$ cat src/rtl/ctrl_pkg.sv
// Shared definitions for the multi-cycle controller.
// Provides the opcode encodings, the FSM state type, ALU operation codes and
// the datapath mux-select constants used by the controller and its timer.
package ctrl_pkg;

  // Opcodes, ins[31:26]
  localparam logic [5:0] OP_ROLV = 6'b000000;
  localparam logic [5:0] OP_RORV = 6'b000010;
  localparam logic [5:0] OP_JAL  = 6'b000011;
  localparam logic [5:0] OP_NOT  = 6'b000100;
  localparam logic [5:0] OP_JR   = 6'b001000;
  localparam logic [5:0] OP_NORI = 6'b001110;
  localparam logic [5:0] OP_BLEU = 6'b010000;
  localparam logic [5:0] OP_AND  = 6'b100000;
  localparam logic [5:0] OP_LW   = 6'b100011;
  localparam logic [5:0] OP_NOR  = 6'b100110;
  localparam logic [5:0] OP_SW   = 6'b101011;

  // ALU operation codes
  localparam logic [4:0] ALU_ADD  = 5'd0;
  localparam logic [4:0] ALU_AND  = 5'd1;
  localparam logic [4:0] ALU_NOR  = 5'd2;
  localparam logic [4:0] ALU_ROL  = 5'd3;
  localparam logic [4:0] ALU_ROR  = 5'd4;
  localparam logic [4:0] ALU_SLEU = 5'd5;

  // Datapath mux selects
  localparam logic       SRCA_PC       = 1'b0;
  localparam logic       SRCA_RS       = 1'b1;
  localparam logic [1:0] SRCB_RT       = 2'd0;
  localparam logic [1:0] SRCB_FOUR     = 2'd1;
  localparam logic [1:0] SRCB_SIMM     = 2'd2;
  localparam logic [1:0] SRCB_ZIMM     = 2'd3;
  localparam logic [1:0] PC_SRC_ALU    = 2'd0;
  localparam logic [1:0] PC_SRC_ALUOUT = 2'd1;
  localparam logic [1:0] PC_SRC_JUMP   = 2'd2;
  localparam logic [1:0] PC_SRC_RS     = 2'd3;
  localparam logic [1:0] DST_RT        = 2'd0;
  localparam logic [1:0] DST_RD        = 2'd1;
  localparam logic [1:0] DST_R31       = 2'd2;
  localparam logic [1:0] WB_ALUOUT     = 2'd0;
  localparam logic [1:0] WB_MDR        = 2'd1;
  localparam logic [1:0] WB_PC         = 2'd2;

  typedef enum logic [3:0] {
    S_FETCH, S_DECODE, S_MEM_ADDR, S_MEM_RD, S_MEM_WB, S_MEM_WR,
    S_R_EXEC, S_R_WB, S_I_EXEC, S_I_WB, S_BRANCH, S_JR_EX, S_JAL_EX, S_TRAP
  } state_t;

  // States that hold a memory request open (and are subject to the timeout).
  function automatic logic is_mem_state(state_t s);
    return s inside {S_FETCH, S_MEM_RD, S_MEM_WR};
  endfunction

  // ALU function for the register-register group; NOT is NOR against rt.
  function automatic logic [4:0] r_alu_op(logic [5:0] op);
    case (op)
      OP_AND:         return ALU_AND;
      OP_NOR, OP_NOT: return ALU_NOR;
      OP_ROLV:        return ALU_ROL;
      OP_RORV:        return ALU_ROR;
      default:        return ALU_ADD;
    endcase
  endfunction

endpackage

$ cat src/rtl/multicycle_control_if.sv
// Bundle between the multi-cycle controller and the datapath.
// master: controller (reads ins/aluZero/memReady, drives all strobes).
// slave:  datapath/memory side.
interface multicycle_control_if #(
  parameter int CNT_W = 32
);
  logic [31:0]      ins;
  logic             aluZero;
  logic             memReady;
  logic             memReq;
  logic             memRead;
  logic             memWrite;
  logic             iorD;
  logic             irWrite;
  logic             pcWrite;
  logic             pcWriteCond;
  logic [1:0]       pcSource;
  logic             aluSrcA;
  logic [1:0]       aluSrcB;
  logic [4:0]       aluOp;
  logic             regWriteEnable;
  logic [1:0]       regDst;
  logic [1:0]       wbSel;
  logic             retire;
  logic [CNT_W-1:0] retiredCount;
  logic             trap;
  logic             trapCause;

  modport master (
    input  ins, aluZero, memReady,
    output memReq, memRead, memWrite, iorD, irWrite, pcWrite, pcWriteCond,
           pcSource, aluSrcA, aluSrcB, aluOp, regWriteEnable, regDst, wbSel,
           retire, retiredCount, trap, trapCause
  );

  modport slave (
    output ins, aluZero, memReady,
    input  memReq, memRead, memWrite, iorD, irWrite, pcWrite, pcWriteCond,
           pcSource, aluSrcA, aluSrcB, aluOp, regWriteEnable, regDst, wbSel,
           retire, retiredCount, trap, trapCause
  );
endinterface

$ cat src/rtl/mem_wait_timer.sv
// Memory wait-state counter.
// Ports: clk, reset (async, active-high); active = a request is open;
// ready = memory completes this cycle; timeout = this is the TIMEOUT-th
// consecutive wait cycle and memory still has not answered.
module mem_wait_timer #(
  parameter int TIMEOUT = 16
) (
  input  logic clk,
  input  logic reset,
  input  logic active,
  input  logic ready,
  output logic timeout
);
  localparam int CW = $clog2(TIMEOUT + 1);

  logic [CW-1:0] count_q, count_d;

  // NOTE: every variable written here gets a default first, so no path can
  // leave it unassigned and infer a latch.
  always_comb begin
    count_d = '0;
    // Any cycle without an open, unanswered request clears the count, so each
    // memory state is entered with a fresh count.
    if (active && !ready) count_d = count_q + CW'(1);
  end

  // A ready on the last allowed cycle still wins over the timeout.
  assign timeout = active && !ready && (count_q == CW'(TIMEOUT - 1));

  // NOTE: sequential state is updated with non-blocking assignments only.
  always_ff @(posedge clk or posedge reset) begin
    if (reset) count_q <= '0;
    else       count_q <= count_d;
  end
endmodule

$ cat src/rtl/multicycle_control.sv
// Multi-cycle control FSM for a shared ALU / unified memory datapath.
// Ports: clk, reset (async, active-high), bus (master side of
// multicycle_control_if: instruction, memory handshake, datapath strobes,
// retire pulse and counter, sticky trap with cause).
module multicycle_control
  import ctrl_pkg::*;
#(
  parameter int TIMEOUT = 16,
  parameter int CNT_W   = 32
) (
  input  logic                 clk,
  input  logic                 reset,
  multicycle_control_if.master bus
);
  state_t           state_q, state_d;
  logic             trap_cause_q, trap_cause_d;
  logic [CNT_W-1:0] retired_count_q, retired_count_d;
  logic             retire;
  logic             timeout;
  logic [5:0]       opcode;

  assign opcode = bus.ins[31:26];

  // Only the opcode field is decoded; aluZero is consumed by the PC logic.
  logic unused_ok;
  assign unused_ok = ^{bus.ins[25:0], bus.aluZero};

  mem_wait_timer #(.TIMEOUT(TIMEOUT)) u_timer (
    .clk     (clk),
    .reset   (reset),
    .active  (is_mem_state(state_q) && !reset),
    .ready   (bus.memReady),
    .timeout (timeout)
  );

  always_comb begin
    state_d            = state_q;
    trap_cause_d       = trap_cause_q;
    retire             = 1'b0;
    bus.memReq         = 1'b0;
    bus.memRead        = 1'b0;
    bus.memWrite       = 1'b0;
    bus.iorD           = 1'b0;
    bus.irWrite        = 1'b0;
    bus.pcWrite        = 1'b0;
    bus.pcWriteCond    = 1'b0;
    bus.pcSource       = PC_SRC_ALU;
    bus.aluSrcA        = SRCA_PC;
    bus.aluSrcB        = SRCB_RT;
    bus.aluOp          = ALU_ADD;
    bus.regWriteEnable = 1'b0;
    bus.regDst         = DST_RT;
    bus.wbSel          = WB_ALUOUT;

    // Strobes are forced low while reset is held, so an in-flight access is
    // dropped without waiting for a clock edge.
    if (!reset) begin
      case (state_q)
        S_FETCH: begin
          bus.memReq  = 1'b1;
          bus.memRead = 1'b1;
          if (bus.memReady) begin
            bus.irWrite = 1'b1;
            bus.pcWrite = 1'b1;
            bus.aluSrcB = SRCB_FOUR;
            state_d     = S_DECODE;
          end else if (timeout) begin
            state_d      = S_TRAP;
            trap_cause_d = 1'b1;
          end
        end
        S_DECODE: begin
          bus.aluSrcB = SRCB_SIMM;
          case (opcode)
            OP_LW, OP_SW:                             state_d = S_MEM_ADDR;
            OP_AND, OP_NOR, OP_NOT, OP_ROLV, OP_RORV: state_d = S_R_EXEC;
            OP_NORI:                                  state_d = S_I_EXEC;
            OP_BLEU:                                  state_d = S_BRANCH;
            OP_JR:                                    state_d = S_JR_EX;
            OP_JAL:                                   state_d = S_JAL_EX;
            default: begin
              state_d      = S_TRAP;
              trap_cause_d = 1'b0;
            end
          endcase
        end
        S_MEM_ADDR: begin
          bus.aluSrcA = SRCA_RS;
          bus.aluSrcB = SRCB_SIMM;
          state_d     = (opcode == OP_LW) ? S_MEM_RD : S_MEM_WR;
        end
        S_MEM_RD, S_MEM_WR: begin
          bus.memReq   = 1'b1;
          bus.memRead  = (state_q == S_MEM_RD);
          bus.memWrite = (state_q == S_MEM_WR);
          bus.iorD     = 1'b1;
          if (bus.memReady) begin
            if (state_q == S_MEM_RD) begin
              state_d = S_MEM_WB;
            end else begin
              retire  = 1'b1;
              state_d = S_FETCH;
            end
          end else if (timeout) begin
            state_d      = S_TRAP;
            trap_cause_d = 1'b1;
          end
        end
        S_MEM_WB: begin
          bus.regWriteEnable = 1'b1;
          bus.wbSel          = WB_MDR;
          retire             = 1'b1;
          state_d            = S_FETCH;
        end
        S_R_EXEC: begin
          bus.aluSrcA = SRCA_RS;
          bus.aluOp   = r_alu_op(opcode);
          state_d     = S_R_WB;
        end
        S_I_EXEC: begin
          bus.aluSrcA = SRCA_RS;
          bus.aluSrcB = SRCB_ZIMM;
          bus.aluOp   = ALU_NOR;
          state_d     = S_I_WB;
        end
        S_R_WB, S_I_WB: begin
          bus.regWriteEnable = 1'b1;
          bus.regDst         = (state_q == S_R_WB) ? DST_RD : DST_RT;
          retire             = 1'b1;
          state_d            = S_FETCH;
        end
        S_BRANCH: begin
          bus.aluSrcA     = SRCA_RS;
          bus.aluOp       = ALU_SLEU;
          bus.pcWriteCond = 1'b1;
          bus.pcSource    = PC_SRC_ALUOUT;
          retire          = 1'b1;
          state_d         = S_FETCH;
        end
        S_JR_EX: begin
          bus.pcWrite  = 1'b1;
          bus.pcSource = PC_SRC_RS;
          retire       = 1'b1;
          state_d      = S_FETCH;
        end
        S_JAL_EX: begin
          bus.regWriteEnable = 1'b1;
          bus.regDst         = DST_R31;
          bus.wbSel          = WB_PC;
          bus.pcWrite        = 1'b1;
          bus.pcSource       = PC_SRC_JUMP;
          retire             = 1'b1;
          state_d            = S_FETCH;
        end
        default: ;  // S_TRAP: everything held low until reset
      endcase
    end
  end

  always_comb retired_count_d = retired_count_q + {{(CNT_W-1){1'b0}}, retire};

  always_ff @(posedge clk or posedge reset) begin
    if (reset) begin
      state_q         <= S_FETCH;
      trap_cause_q    <= 1'b0;
      retired_count_q <= '0;
    end else begin
      state_q         <= state_d;
      trap_cause_q    <= trap_cause_d;
      retired_count_q <= retired_count_d;
    end
  end

  assign bus.retire       = retire;
  assign bus.retiredCount = retired_count_q;
  assign bus.trap         = (state_q == S_TRAP);
  assign bus.trapCause    = trap_cause_q;
endmodule
$ cat src/flat_wrapper.sv
// flat-port wrapper written by rule: the top's interface ports become plain ports
module multicycle_control_flat import ctrl_pkg::*;
#(
  parameter int TIMEOUT = 16,
  parameter int CNT_W   = 32
)
  (clk, reset, bus_ins, bus_aluZero, bus_memReady, bus_memReq, bus_memRead, bus_memWrite, bus_iorD, bus_irWrite, bus_pcWrite, bus_pcWriteCond, bus_pcSource, bus_aluSrcA, bus_aluSrcB, bus_aluOp, bus_regWriteEnable, bus_regDst, bus_wbSel, bus_retire, bus_retiredCount, bus_trap, bus_trapCause);
  multicycle_control_if #(.CNT_W(CNT_W)) bus_i ();
  input  logic clk;
  input  logic reset;
  input wire logic [$bits(bus_i.ins)-1:0] bus_ins;
  input wire logic [$bits(bus_i.aluZero)-1:0] bus_aluZero;
  input wire logic [$bits(bus_i.memReady)-1:0] bus_memReady;
  output wire logic [$bits(bus_i.memReq)-1:0] bus_memReq;
  output wire logic [$bits(bus_i.memRead)-1:0] bus_memRead;
  output wire logic [$bits(bus_i.memWrite)-1:0] bus_memWrite;
  output wire logic [$bits(bus_i.iorD)-1:0] bus_iorD;
  output wire logic [$bits(bus_i.irWrite)-1:0] bus_irWrite;
  output wire logic [$bits(bus_i.pcWrite)-1:0] bus_pcWrite;
  output wire logic [$bits(bus_i.pcWriteCond)-1:0] bus_pcWriteCond;
  output wire logic [$bits(bus_i.pcSource)-1:0] bus_pcSource;
  output wire logic [$bits(bus_i.aluSrcA)-1:0] bus_aluSrcA;
  output wire logic [$bits(bus_i.aluSrcB)-1:0] bus_aluSrcB;
  output wire logic [$bits(bus_i.aluOp)-1:0] bus_aluOp;
  output wire logic [$bits(bus_i.regWriteEnable)-1:0] bus_regWriteEnable;
  output wire logic [$bits(bus_i.regDst)-1:0] bus_regDst;
  output wire logic [$bits(bus_i.wbSel)-1:0] bus_wbSel;
  output wire logic [$bits(bus_i.retire)-1:0] bus_retire;
  output wire logic [$bits(bus_i.retiredCount)-1:0] bus_retiredCount;
  output wire logic [$bits(bus_i.trap)-1:0] bus_trap;
  output wire logic [$bits(bus_i.trapCause)-1:0] bus_trapCause;
  assign bus_i.ins = bus_ins;
  assign bus_i.aluZero = bus_aluZero;
  assign bus_i.memReady = bus_memReady;
  assign bus_memReq = bus_i.memReq;
  assign bus_memRead = bus_i.memRead;
  assign bus_memWrite = bus_i.memWrite;
  assign bus_iorD = bus_i.iorD;
  assign bus_irWrite = bus_i.irWrite;
  assign bus_pcWrite = bus_i.pcWrite;
  assign bus_pcWriteCond = bus_i.pcWriteCond;
  assign bus_pcSource = bus_i.pcSource;
  assign bus_aluSrcA = bus_i.aluSrcA;
  assign bus_aluSrcB = bus_i.aluSrcB;
  assign bus_aluOp = bus_i.aluOp;
  assign bus_regWriteEnable = bus_i.regWriteEnable;
  assign bus_regDst = bus_i.regDst;
  assign bus_wbSel = bus_i.wbSel;
  assign bus_retire = bus_i.retire;
  assign bus_retiredCount = bus_i.retiredCount;
  assign bus_trap = bus_i.trap;
  assign bus_trapCause = bus_i.trapCause;
  multicycle_control #(.TIMEOUT(TIMEOUT), .CNT_W(CNT_W)) u_core (.clk(clk), .reset(reset), .bus(bus_i));
endmodule
$ cat config.mk
export PLATFORM = sky130hd
export DESIGN_NAME = multicycle_control_flat
export DESIGN_NICKNAME = d
export VERILOG_FILES = /design/src/rtl/ctrl_pkg.sv /design/src/rtl/multicycle_control_if.sv /design/src/rtl/mem_wait_timer.sv /design/src/rtl/multicycle_control.sv /design/src/flat_wrapper.sv
export SDC_FILE = /design/constraint.sdc
export NUM_CORES = 1
export LEC_CHECK = 0
export ABC_AREA = 1
export CAP_MARGIN = 25
export CORE_MARGIN = 3
export CORE_UTILIZATION = 35
export CTS_CLUSTER_SIZE = 10
export DETAILED_ROUTE_END_ITERATION = 16
export GPL_ROUTABILITY_DRIVEN = 0
export SYNTH_ARGS = -nofsm -noshare
export SYNTH_HDL_FRONTEND = slang
export SYNTH_HIERARCHICAL = 1
export SYNTH_SLANG_ARGS = --single-unit
$ cat constraint.sdc
create_clock -name clk -period 3.1 [get_ports clk]
set_input_delay 0.62 -clock clk [delete_from_list [all_inputs] [get_ports clk]]
set_output_delay 0.62 -clock clk [all_outputs]
set_load 0.01 [all_outputs]
==> Word level (Yosys, flattened, before mapping) <==
Cells that the tools add are included.
{ "op_classes": {"n_eq_ne": 27, "n_addsub": 2, "mux": 48, "n_reduce_logical": 24, "bitwise": 1} }
{ "ops": {"columns": ["operator", "count"], "rows": [
  ["$add 32x1->32", 1],
  ["$pmux 4 s7", 1],
  ["$mux 1", 25],
  ["$eq 4x4->1 const B", 6],
  ["$eq 6x6->1 const B", 4],
  ["$pmux 4 s6", 1],
  ["$eq 4x3->1 const B", 4],
  ["$pmux 5 s3", 1],
  ["$eq 6x2->1 const B", 2],
  ["$eq 6x4->1 const B", 2],
  ["$mux 4", 3],
  ["$pmux 2 s3", 2],
  ["$pmux 3 s4", 1],
  ["$reduce_or 2->1", 6],
  ["$reduce_or 11->1", 1],
  ["$mux 5", 2],
  ["$eq 4x2->1 const B", 2],
  ["$mux 2", 4],
  ["$pmux 1 s2", 4],
  ["$pmux 2 s2", 2],
  ["$reduce_or 4->1", 2],
  ["$reduce_bool 7->1", 1],
  ["$eq 6x3->1 const B", 1],
  ["$eq 6x5->1 const B", 1],
  ["18 further kinds", 23]
]} }
{ "totals": {"register_bits": 42, "wordCells": 106, "out_inout_bits": 57, "inputBits": 36} }

==> Longest topological paths before layout <==
Gate-level depths: netlist of run 1.
{ "logic_depth": {"depth_word": 8, "mapped_depth": 18, "ltp_nobuf": 17} }

==> Cells and area by module <==
The synthesis of run 1 kept the hierarchy.
{ "modules_own_cells": {"columns": ["module", "instances", "area_per_inst_um2", "seq_area_each_um2", "cells_per_inst"], "rows": [
  ["multicycle_control", 1, 2441.1, 925.9, 339],
  ["mem_wait_timer", 1, 236.5, 125.1, 29]
]} }

==> Least setup slack after synthesis of run 1 <==
No wires, ideal clock.
{ "synth_timing": {"kind": "input port to output port", "start": "in reset", "end": "out bus_aluOp[1]", "cell_stages": 4, "path_buffers": 1, "t_required_ps": 2480, "slack_ps": 240, "arrival_time_ps": 2240, "path_cell_list": "clkbuf_1 -> inv_1 -> nand3_1 -> o21ai_0"} }
{ "synth_between": {"elab_chain_len": 1} }
{ "synth_lines": {"columns": ["element", "line_no", "text"], "rows": [
  ["start: declaration", "flat_wrapper.sv:10", "input logic reset;"],
  ["$mux 5", "multicycle_control.sv:57", "if (!reset) begin"],
  ["end: declaration", "flat_wrapper.sv:24", "output wire logic [$bits(bus_i.aluOp)-1:0] bus_aluOp;"]
]} }
Every way passes these cells.

==> Final worst setup path of run 1 <==
{ "layout_timing": {"start": "in bus_memReady", "end": "out bus_retire"} }
{ "layout_between": {"elab_chain_len": 3} }
{ "layout_lines": {"columns": ["element", "line_no", "text"], "rows": [
  ["start: declaration", "flat_wrapper.sv:13", "input wire logic [$bits(bus_i.memReady)-1:0] bus_memReady;"],
  ["$mux 1", "multicycle_control.sv:97", "if (bus.memReady) begin"],
  ["$pmux 1 s2", "multicycle_control.sv:58", "case (state_q)"],
  ["$mux 1", "multicycle_control.sv:57", null],
  ["end: declaration", "flat_wrapper.sv:28", "output wire logic [$bits(bus_i.retire)-1:0] bus_retire;"]
]} }
Every way passes these cells.

==> results.txt, run 1 <==
The run finished with clean final reports. The number of antenna repair diodes came out at 0. The instance area after placement is 3570 sq um.

Hold is met by 475 ps. Together, buffers and inverters on the worst path number 5. After floorplanning, the core was sized to cover 7330 sq um. For this run, the detailed router's first-pass iteration total came to 4. In this run, synthesis inferred 0 flip-flops with an integrated enable.

The number of cell rows came out at 31. The post-CTS clock slew at the launch and capture registers of the worst setup and hold paths is 90 ps. The die footprint is 8740 sq um.

The sum of routed wire length over all layers is 7000 um. Derived from the worst setup path, the maximum achievable clock frequency is 340 MHz. For the final routed database, the setup TNS stands at 0 ps. The via count of the first global-routing pass is 2523.

The top cell types in the final layout, fill and taps aside, are nand2_1 (74), nor2_1 (64), clkdlybuf4s50_1 (62). Clock tree synthesis selected as its root buffer the cell clkbuf_8. STA classifies the critical path startpoint as an input port.

The total clock buffers created by CTS came out at 5. The number of design rule violations left after detail routing came out at 0. The effective utilization at floorplan is 36.5%.

At the end of the flow, the number of nets in the layout was 500. The non-filler instance count after layout came out at 560. The area growth from synthesis to final layout came out at 39.8%. The slew of the pin with the lowest slew margin came out at 523 ps. Broken down by cell family, the worst path's largest delay share belongs to buffers and inverters.

At the worst endpoint, the arrival time is 2320 ps. The share of flip-flops with an asynchronous set or reset came out at 100%. The largest net degree at the start of global routing came out at 40. The count of cell types in the netlist came out at 32. After clock tree synthesis, the flow added hold-fix buffers numbering 0. The share of layout cells above drive strength 1 came out at 13.7%. The analysis attributes to cell leakage a power of 1.79 nW. The via count of the routed design is 2610. Counting the fill cells in the layout gives 719. The cell count after placement is 547.

Dividing the detail-routed via count by the number of cells gives 4.66. The critical path is of the input port to output port type. The number of levels the H-tree was split into is 2. For the final database, setup skew stands at 9.09 ps. The setup check on the worst reg-to-reg path leaves a slack of 210 ps. The largest single stage delay on the critical path is 520 ps. The detailed-route wire length per cell came out at 12.5 um. The required arrival time at the worst endpoint is 2480 ps. The maximum clock insertion buffer count came out at 2. The max-slew headroom at the worst pin came out at 64.8%. The final max-slew violation count was 0. The share of the yosys chip area belonging to registers came out at 39.3%. The post-synthesis instance area came out at 2680 sq um. The largest individual stage delay along the critical path comes from the cell clkdlybuf4s50_1. The number of max-capacitance violations reported came out at 0. The global-route total usage across every layer is 16.6%.

In this run the count of I/O pins placed on the die edge is 93. The flip-flop cell with the highest count after synthesis is dfrtp_1. The final HPWL from detailed placement came out at 5370 um. The CTS sink count is 42.

The TritonCTS clock tree is built. The first-pass GRT wire length came out at 11700 um. The leading cell type in the layout, fill and taps excluded is nand2_1.

The global-route congestion overflow total came out at 0. After synthesis the netlist holds a flip-flop and latch count of 42. The residual antenna-violating net count after detailed routing came out at 0. Setup repair after global routing left no endpoint under its margin. The worst setup path is captured at an output port. The die outline width is 93.5 um. The top fanout value on the critical path is 2.

Walking the worst path, the cells encountered are clkdlybuf4s50_1, inv_1, nor2_2, a21oi_1, o21bai_1, buf_4, buf_4, clkdlybuf4s50_1. With fillers left out, the area of the finished cells amounts to 3740 sq um. The clock latency of the later-clocked register in the worst-skew pair came out at 300 ps. The minimum clock period after layout came out at 2940 ps.

Buffers placed on the I/O ports in this run total 63. The maximum resistive drop on vdd is 0.401 mV. The power density over the cells came out at 536 nW/um^2.

The hold violation count in the final report came out at 0. The final core utilization came out at 51.0%. The number of DRC markers after the initial detailed-route iteration is 133. The post-route fraction of the period consumed by the critical path is 94.7%. The total of warnings raised by yosys came out at 6.

The number of antenna violations at the first check in global routing came out at 0. The total area of sequential cells is 1050 sq um. The die height came out at 93.5 um. The final number of setup-violating endpoints came out at 0.

The synthesized netlist cell count came out at 368. The min-delay analysis places its worst path in the category flop to flop. The footprint of the multi-input gates came out at 1430 sq um. The mean instance size in the synthesized netlist came out at 7.28 sq um.
==> synthesized netlist by cell type, drive strengths merged (3+ instances only) <==
cell    number  area, sq um
a21oi        5         25.0
clkbuf       3         12.5
dfrtp       42         1050
ha           4         50.1
inv         57          214
nand2       81          319
nand3       23          120
nand4        6         37.5
nor2        73          294
nor3        19          139
nor4         3         18.8
o21ai        9         45.0
o22ai        3         18.8
xnor2        8         70.1
xor2        22          193
==> final timing paths <==
check	cells after the start	startpoint	to
setup / recovery	8	bus_memReady	bus_retire
hold / removal	1	u_core/u_timer/count_q[0]	u_core/u_timer/count_q[0]
setup reg to reg	18	u_core/state_q[3]	u_core/bus.retiredCount[22]
hold reg to reg	1	u_core/u_timer/count_q[0]	u_core/u_timer/count_q[0]
max in group asynchronous	4	reset	u_core/state_q[2]
min in group asynchronous	3	reset	u_core/u_timer/count_q[3]
==> kinds of logic (layout without fill, tap and decap cells) <==
family                   Yosys count  count (layout)  share of synthesized area, %
adder cells (fa/ha/maj)            4               4                          1.87
AO/OA/AOI/OAI                     22              22                          4.72
flip-flops                        42              42                          39.3
AND/OR/NAND/NOR                  207             207                          35.2
XOR/XNOR                          30              30                          9.81
buffers and inverters             62             154                          9.02
other                              1               2                         0.140
==> per-layer routing <==
metal / vias up / wire [um] / track usage, %
met4: 0 / 152 / 6.11
met3: 15 / 355 / 2.90
met2: 65 / 3160 / 26.1
met1: 1200 / 3330 / 22.7
li1: 1330 / - / -
met5: - / 0 / 0
==> where the power goes <==
part / internal (W) / total [W] / switching [W]
clock network: 0.000161 / 0.000369 / 0.000208
registers: 0.000618 / 0.000714 / 0.0000961
logic: 0.000406 / 0.000924 / 0.000518
total: 0.00118 / 0.00201 / 0.000822
==> through the flow <==
stage,setup slack [ps],power (W)
global placement,-100,0.00157
finish,163,0.00201
detailed placement,-116,0.00159
floorplan,240,0.00121
global route,0.354,0.00216
CTS,136,0.00197
==> area by class of cell <==
| cell class | instances | area share (%) |
|---|---|---|
| clock buffer | 5 | 1.84 |
| multi-input combinational | 265 | 38.2 |
| timing repair buffer | 89 | 22.1 |
| tap | 99 | 3.31 |
| inverter | 57 | 5.72 |
| sequential | 42 | 28.1 |
| clock inverter | 3 | 0.635 |
==> state kept, by name, indices dropped and copies added, names as in the netlist <==
signal and cells:
u_core/bus.retiredCount 32, u_core/bus.trapCause 1, u_core/state_q 4, u_core/u_timer/count_q 5
==> worst register-to-register path: stages, from the launching register on <==
cell,delay (ps)
dfrtp_1,430
inv_2,90
nand2_2,90
inv_2,80
nand3_1,100
o211ai_1,150
a21oi_1,60
o21bai_1,190
buf_4,150
ha_2,200
ha_4,160
nand3_4,90
nor3_4,310
nand2_2,130
nor2_4,160
nand2_2,90
nor2_4,90
nand2_1,70
xor2_1,140
==> timing repair <==
action	4_1_cts	5_1_grt
buffers inserted	0	5
resized for setup	0	16
endpoints found under the setup margin	0	6
(Power assumes the default switching activity.)
==> run 2: changes to the inputs <==
Settings changed: DONT_BUFFER_PORTS from default to 1.
==> run 2 against run 1 <==
Net effect:
- final area fell by 21%
- fmax rose by 0.90%
- utilization fell by 11 points
- global-route usage fell by 2.1 points
- via count fell by 10%
- flip-flop and latch count did not move
- final cell count fell by 14%
- clock-buffer cell count rose by 2
- total power fell by 13%
- clock power fell by 12%
==> results.txt, run 2 (same netlist as run 1, synthesis figures left out) <==
The maximum clock insertion buffer count is 2. The share of layout cells above drive strength 1 is 11.2%. The number of DRC markers after the initial detailed-route iteration came out at 98. The register with the most flip-flops in the layout has 32 of them. The detailed-route wire length per cell is 13.0 um.

The largest net degree at the start of global routing came out at 39. Buffers inserted to repair hold after CTS numbered 0. The slew of the pin with the lowest slew margin is 532 ps. The fill cell instance count of the final layout came out at 749. The clock arrives with 5.99 ps of skew.

The via count of the first global-routing pass is 2231. The number of antenna violations at the first check in global routing came to 0. The number of cell rows is 31. The floorplan step set the die width to 93.5 um. The sequential cells in the finished layout cover a total of 1050 sq um. For this design the top-level I/O count stands at 93. The CTS sink count came out at 42.

The H-tree was split into 2 levels. The die height came out at 93.5 um. The routed length on met3 is 574 um.

The wire length on met2 came out at 2830 um. At the later pin of the worst-skew pair, clock insertion delay measures 290 ps. The area growth from synthesis to final layout is 10.8%. The die footprint came out at 8740 sq um. Max-cap violations in this run came to 0. The footprint of the multi-input gates is 1410 sq um. In the layout the commonest cells are nand2_1 (75), nor2_1 (66), inv_1 (54). The TritonCTS clock tree is built. The first-pass GRT wire length came out at 10400 um. The number of design rule violations left after detail routing came out at 0. Dividing total power by cell area gives a power density of 588 nW/um^2. The final layout net count is 424. The wire-length estimate of the detail-placed layout is 4850 um.

The type of the worst min-delay path is input port to asynchronous set/reset pin. The hold violation count in the final report is 0. The post-CTS clock slew at the launch and capture registers of the worst setup and hold paths is 70 ps. In this run the worst path has a maximum fanout of 8.

The via count of the routed design is 2339. The global-route total usage across every layer is 14.4%. The final hold slack is 113 ps.

The routed via count divided by cell count is 4.84. The required arrival time at the worst endpoint is 3270 ps. The number of antenna repair diodes is 0. The start-to-end type of the worst setup path is flop to flop. Wires add up to 6270 um. The number of iterations in the first detailed-routing pass came out at 4. The floorplan core area came out at 7330 sq um. The worst pin sits at a relative slew slack of 64.2%.

For this configuration, the core starts out at a cell density of 36.5%. The number of I/O port buffers is 0. The root cell of the clock tree is clkbuf_8.

The delay contributed by the slowest stage of the critical path is 500 ps. The met1 layer wirelength in the final routing is 2780 um. STA classifies the critical path endpoint as a flop. The power after layout is 0.00175 W. The upper clock frequency limit is 344 MHz. Setup repair after global routing could not meet its margin everywhere. The total clock buffers created by CTS is 5.

The post-route fraction of the period consumed by the critical path is 93.9%. The run finished with clean final reports. The maximum resistive drop on vdd is 0.276 mV. Leaving out fill and tap cells, the most frequent cell in the layout is nand2_1.

The critical path goes through nand2_1, o211ai_1, a21oi_1, o21bai_2, ha_2, ha_2, nand3_2, nor3_4, nand2_2, nor2_4, nand2_2, nor2_2, nand2_1, xor2_1. The residual antenna-violating net count after detailed routing is 0. The detailed router used layers up to and including met4. The static leakage came out at 1.48 nW. The final number of setup-violating endpoints came out at 0. The global-route congestion overflow total came out at 0. The critical-path cell with the highest stage delay is dfrtp_1. The worst setup path is launched from a flop. The data arrival time at the worst-slack endpoint is 3080 ps. The final max-slew violation count is 0. The routed design could run at a clock period as short as 2910 ps.
[run 2: cell types whose count changed in the layout (fill, tap and decap cells not counted), moves of 2 or more]
cell / change
buf_4: -13
clkdlybuf4s50_1: -62
clkinvlp_4: -2
nor2_1: +2
clkbuf_1: +2
[run 2: final cells by class]
| cell class | count | area share (%) |
|---|---|---|
| Multi-Input combinational cell | 265 | 47.3 |
| Sequential cell | 42 | 35.4 |
| Inverter | 57 | 7.21 |
| Tap cell | 99 | 4.17 |
| Timing Repair Buffer | 13 | 3.29 |
| Clock buffer | 7 | 2.57 |
[run 2: report_power, final]
| group | switching, W | internal, W |
|---|---|---|
| combinational | 0.000456 | 0.000238 |
| clock | 0.000171 | 0.000155 |
| sequential | 0.000109 | 0.000617 |
| total | 0.000736 | 0.00101 |
[run 2: metrics by stage]
step	utilization (%)	instance area (sq um)	cells	setup slack (ps)	TNS [ps]
floorplan	-	2680	369	240	0
global placement	38.7	2840	471	162	0
detailed placement	38.7	2840	471	132	0
CTS	39.8	2910	478	99.5	0
global route	40.5	2970	483	-9.17	-9.17
finish	40.5	2970	483	189	0
[run 2: final timing paths]
check                                     startpoint                           to  slack (ps)  depth (start not counted)
max                                u_core/state_q[0]  u_core/bus.retiredCount[22]         190                         14
min                                            reset    u_core/u_timer/count_q[4]         110                          1
max reg2reg                        u_core/state_q[0]  u_core/bus.retiredCount[22]         190                         14
min reg2reg                u_core/u_timer/count_q[0]    u_core/u_timer/count_q[0]         480                          1
max in group asynchronous                      reset  u_core/bus.retiredCount[29]        2260                          2
min in group clk                        bus_memReady         u_core/bus.trapCause         450                          1
[run 2: critical path: cells and delay by family, from the launching register on]
family | cells | cell delay (ps)
and+or+nand+nor | 8 | 1180
AOI/OAI and AO/OA | 3 | 560
DFF | 1 | 500
adders and majority gates | 2 | 420
xor gates and xnor gates | 1 | 140
[run 2: repair_timing]
item                                    4_1_cts  5_1_grt
buffers inserted                              0        5
endpoints found under the setup margin        0        9
resized for setup                             0        8
[run 2: metal layers]
layer | vias up | global-route usage, %
met5 | - | 0
met4 | 0 | 3.30
met3 | 10 | 4.34
met2 | 85 | 23.8
met1 | 1062 | 18.6
li1 | 1182 | -
==> run 3: changes to the inputs <==
Settings changed: CELL_PAD_IN_SITES_DETAIL_PLACEMENT from default to 1, CELL_PAD_IN_SITES_GLOBAL_PLACEMENT from default to 2, CORE_MARGIN 3 to 2, PLACE_DENSITY_LB_ADDON from default to 0.1, SYNTH_HIERARCHICAL 1 to default.
==> run 3 against run 2 <==
Net effect:
- flip-flop and latch count did not move
- critical path depth is 1 higher
- global-route usage up 2.3 points
- synthesized cell count is 8.7% lower
- synthesized area is 0.93% lower
- clock-buffer cell count is 2 lower
- setup slack better by 140 ps
==> results.txt, run 3 <==
The number of buffers and inverters on the critical path is 1. The type of the worst min-delay path is input port to asynchronous set/reset pin. The number of antenna violations at the first check in global routing came out at 0. Sorting the synthesized cells by area gives the leading types as dfrtp_1 (40%), nand2_1 (9.6%), xor2_1 (6.3%). The post-synthesis instance area is 2650 sq um. Compared with the post-synthesis result, the final layout area differs by 10.7%. The number of DRC markers after the initial detailed-route iteration is 47. Setup repair after global routing left no endpoint under its margin. The element type at the critical path end is a flop. The die height is 91.1 um. The number of design rule violations left after detail routing came out at 0. The sum of routed wire length over all layers came out at 6600 um. The largest net degree at the start of global routing came out at 44.

The flow ran to the end, and the final reports show no timing, DRC or antenna violations. The first-pass GRT wire length came out at 11300 um. After floorplanning, the core was sized to cover 7290 sq um. The die footprint came out at 8290 sq um.

The finished layout holds 448 standard cells, fillers aside. In the layout the commonest cells are nand2_1 (68), nor2_1 (43), dfrtp_1 (40). The number of flip-flops in the largest register came out at 32.

Ranked by instance count, the synthesized netlist is headed by nand2_1 (68), nor2_1 (44), dfrtp_1 (42), inv_1 (37), nand3_1 (26). The worst register-to-register path begins at u_core.state_q[1]. Across every metal layer, demand over resource in global routing totals 16.7%. The residual antenna-violating net count after detailed routing is 0. The via count of the first global-routing pass is 2260. The total overflow left after global routing is 0. The required arrival time at the worst endpoint is 3320 ps. The worst setup path is launched from a flop.

The cell count after placement came out at 440. In the final timing run, aggregate negative setup slack is 0 ps. The detailed-route wire length per cell came out at 14.7 um. In this run the tool buffered the top-level ports with 0 buffer cells.

The floorplan has 31 rows. The count of pins on the block boundary is 93. The floorplan step set the die width to 91.1 um. The portion of synthesized cell area occupied by the leading cell type is 39.6%. TritonCTS built the clock tree.

The upper clock frequency limit came out at 361 MHz. After detailed routing, the number of vias per cell comes to 4.89. The total of hold buffers inserted after clock tree synthesis is 0.

The maximum clock insertion buffer count is 2. Dividing the final minimum period by the clock period gives 89.4%. The synthesized netlist cell count came out at 336. The mean instance size in the synthesized netlist is 7.89 sq um.

For this run, the slowest stage of the critical path takes 480 ps. The final max-slew violation count came out at 0. The number of antenna repair diodes came out at 0.

The number of max-capacitance violations reported is 0. The cell seen most often among critical-path stages is nor2_4. The total clock buffers created by CTS is 5. The data arrival time at the worst-slack endpoint came out at 2990 ps. For the final database, setup skew stands at 6.78 ps.

The fill cell instance count of the final layout is 942. The hold violation count in the final report is 0. The critical path starts at u_core.state_q[1]. The effective utilization at floorplan is 36.4%. Counting flops with a built-in enable in the synthesized netlist gives 0.

In this design, the largest share of critical-path delay is due to simple AND/OR/NAND/NOR gates. The first TritonRoute pass finished after 4 iterations. The post-CTS clock slew at the launch and capture registers of the worst setup and hold paths is 80 ps. The number of flip-flops and latches in the synthesized netlist came out at 42. Among all cell types in the netlist, the one instantiated most often is nand2_1. The static leakage is 1.49 nW. The worst setup slack after layout came out at 328 ps. The clock latency of the later-clocked register in the worst-skew pair is 290 ps. The share of the yosys chip area belonging to registers came out at 39.6%. The share of flip-flops with an asynchronous set or reset is 100%. The top fanout value on the critical path came out at 6. dfrtp_1 takes more of the synthesized area than any other cell. Walking the worst path, the cells encountered are nor2_4, nand2_1, nand2_1, nor2_2, o21ai_1, buf_4, ha_1, ha_1, nand3_1, nor2_4, nand4_4, nor2_4, nand2_4, nor3_4, xor2_1. The count of cell types in the netlist is 37. The minimum clock period after layout is 2770 ps. The final number of setup-violating endpoints came out at 0.

The CTS sink count is 42. The library cell used most frequently in the layout, excluding fill and tap cells, is nand2_1. The most used flip-flop cell after synthesis is dfrtp_1. The power density over the cells came out at 597 nW/um^2. The slew of the pin with the lowest slew margin is 542 ps. The number of levels the H-tree was split into came out at 2. The post-route netlist has 16.0% of its cells at a drive strength greater than 1. Across all layers, the routed design uses 2192 vias. The max-slew headroom at the worst pin came out at 63.9%. On the critical path, the stage with the largest delay is an instance of dfrtp_1. Prior to clock tree synthesis, the placed netlist has a worst setup slack of 180 ps. IR analysis of the VDD net gives a maximum drop of 0.304 mV. The root cell of the clock tree is clkbuf_8. The start-to-end type of the worst setup path is flop to flop.

The Yosys step of the flow raised 0 warnings. Once detailed placement completed, the half-perimeter wirelength came to 5260 um. The final layout net count came out at 388.
run 3: cell types whose count changed after synthesis, sizes merged, moves of 6 or more:
cell | previous run | this run
inv | 57 | 43
nand4 | 6 | 12
nor2 | 73 | 61
nor3 | 19 | 12
nand2 | 81 | 72
run 3: logic make-up (layout without fill, tap and decap cells):
logic type,count (synthesis),in the layout,synth area share (%)
fa+ha+maj,4,4,1.89
compound gates,23,23,4.81
flops,42,42,39.6
other cells,1,2,0.141
buf+inv,48,60,7.07
simple gates,187,187,36.2
xor+xnor,31,31,10.2
run 3: worst reg2reg max path, delay by kind of cell (launching register included):
family	cells	cell delay, ps
flops	1	480
simple gates	10	1360
xor+xnor	1	160
fa+ha+maj	2	380
buf+inv	1	170
compound gates	1	150
run 3: timing repair:
action / 4_1_cts / 5_1_grt
resized for setup: 0 / 5
setup endpoints to repair: 0 / 10
setup buffers: 0 / 0
run 3: layout make-up:
cell class	instances	area (sq um)	share of cell area (%)
sequential	42	1050	35.9
clock inverter	3	40.0	1.36
timing repair buffer	8	60.1	2.05
tap	99	124	4.22
inverter	44	165	5.62
multi-input combinational	247	1430	48.5
clock buffer	5	68.8	2.34
run 3: report_power, final:
group	switching [W]	internal, W
clock	0.000185	0.000237
sequential	0.000101	0.000613
combinational	0.000426	0.000193
total	0.000711	0.00104
run 3: metal layers:
metal | up-vias | part of all wire [%] | track usage [%]
li1 | 1085 | - | -
met1 | 1056 | 46 | 21.8
met2 | 49 | 49 | 28.5
met3 | 2 | 4.2 | 3.32
met4 | 0 | 0.55 | 4.17
met5 | - | 0 | 0
run 3: worst paths after layout:
kind,to,slack (ps),cells past startpoint
worst max-delay path,u_core.bus.retiredCount[28],330,15
worst min-delay path,u_core.state_q[0],460,2
worst max register to register,u_core.bus.retiredCount[28],330,15
worst min register to register,u_core.u_timer.count_q[0],470,1
max in group asynchronous,u_core.state_q[2],2240,2
min in group clk,u_core.u_timer.count_q[0],470,1
run 3: per-stage QoR:
stage	total power [W]	utilization [%]	hold slack [ps]	area (sq um)
global placement	0.00133	38.6	455	2820
detailed placement	0.00134	38.6	463	2820
finish	0.00175	40.3	461	2940
CTS	0.00177	40.1	475	2930
global route	0.00190	40.3	490	2940
floorplan	0.00118	-	433	2660
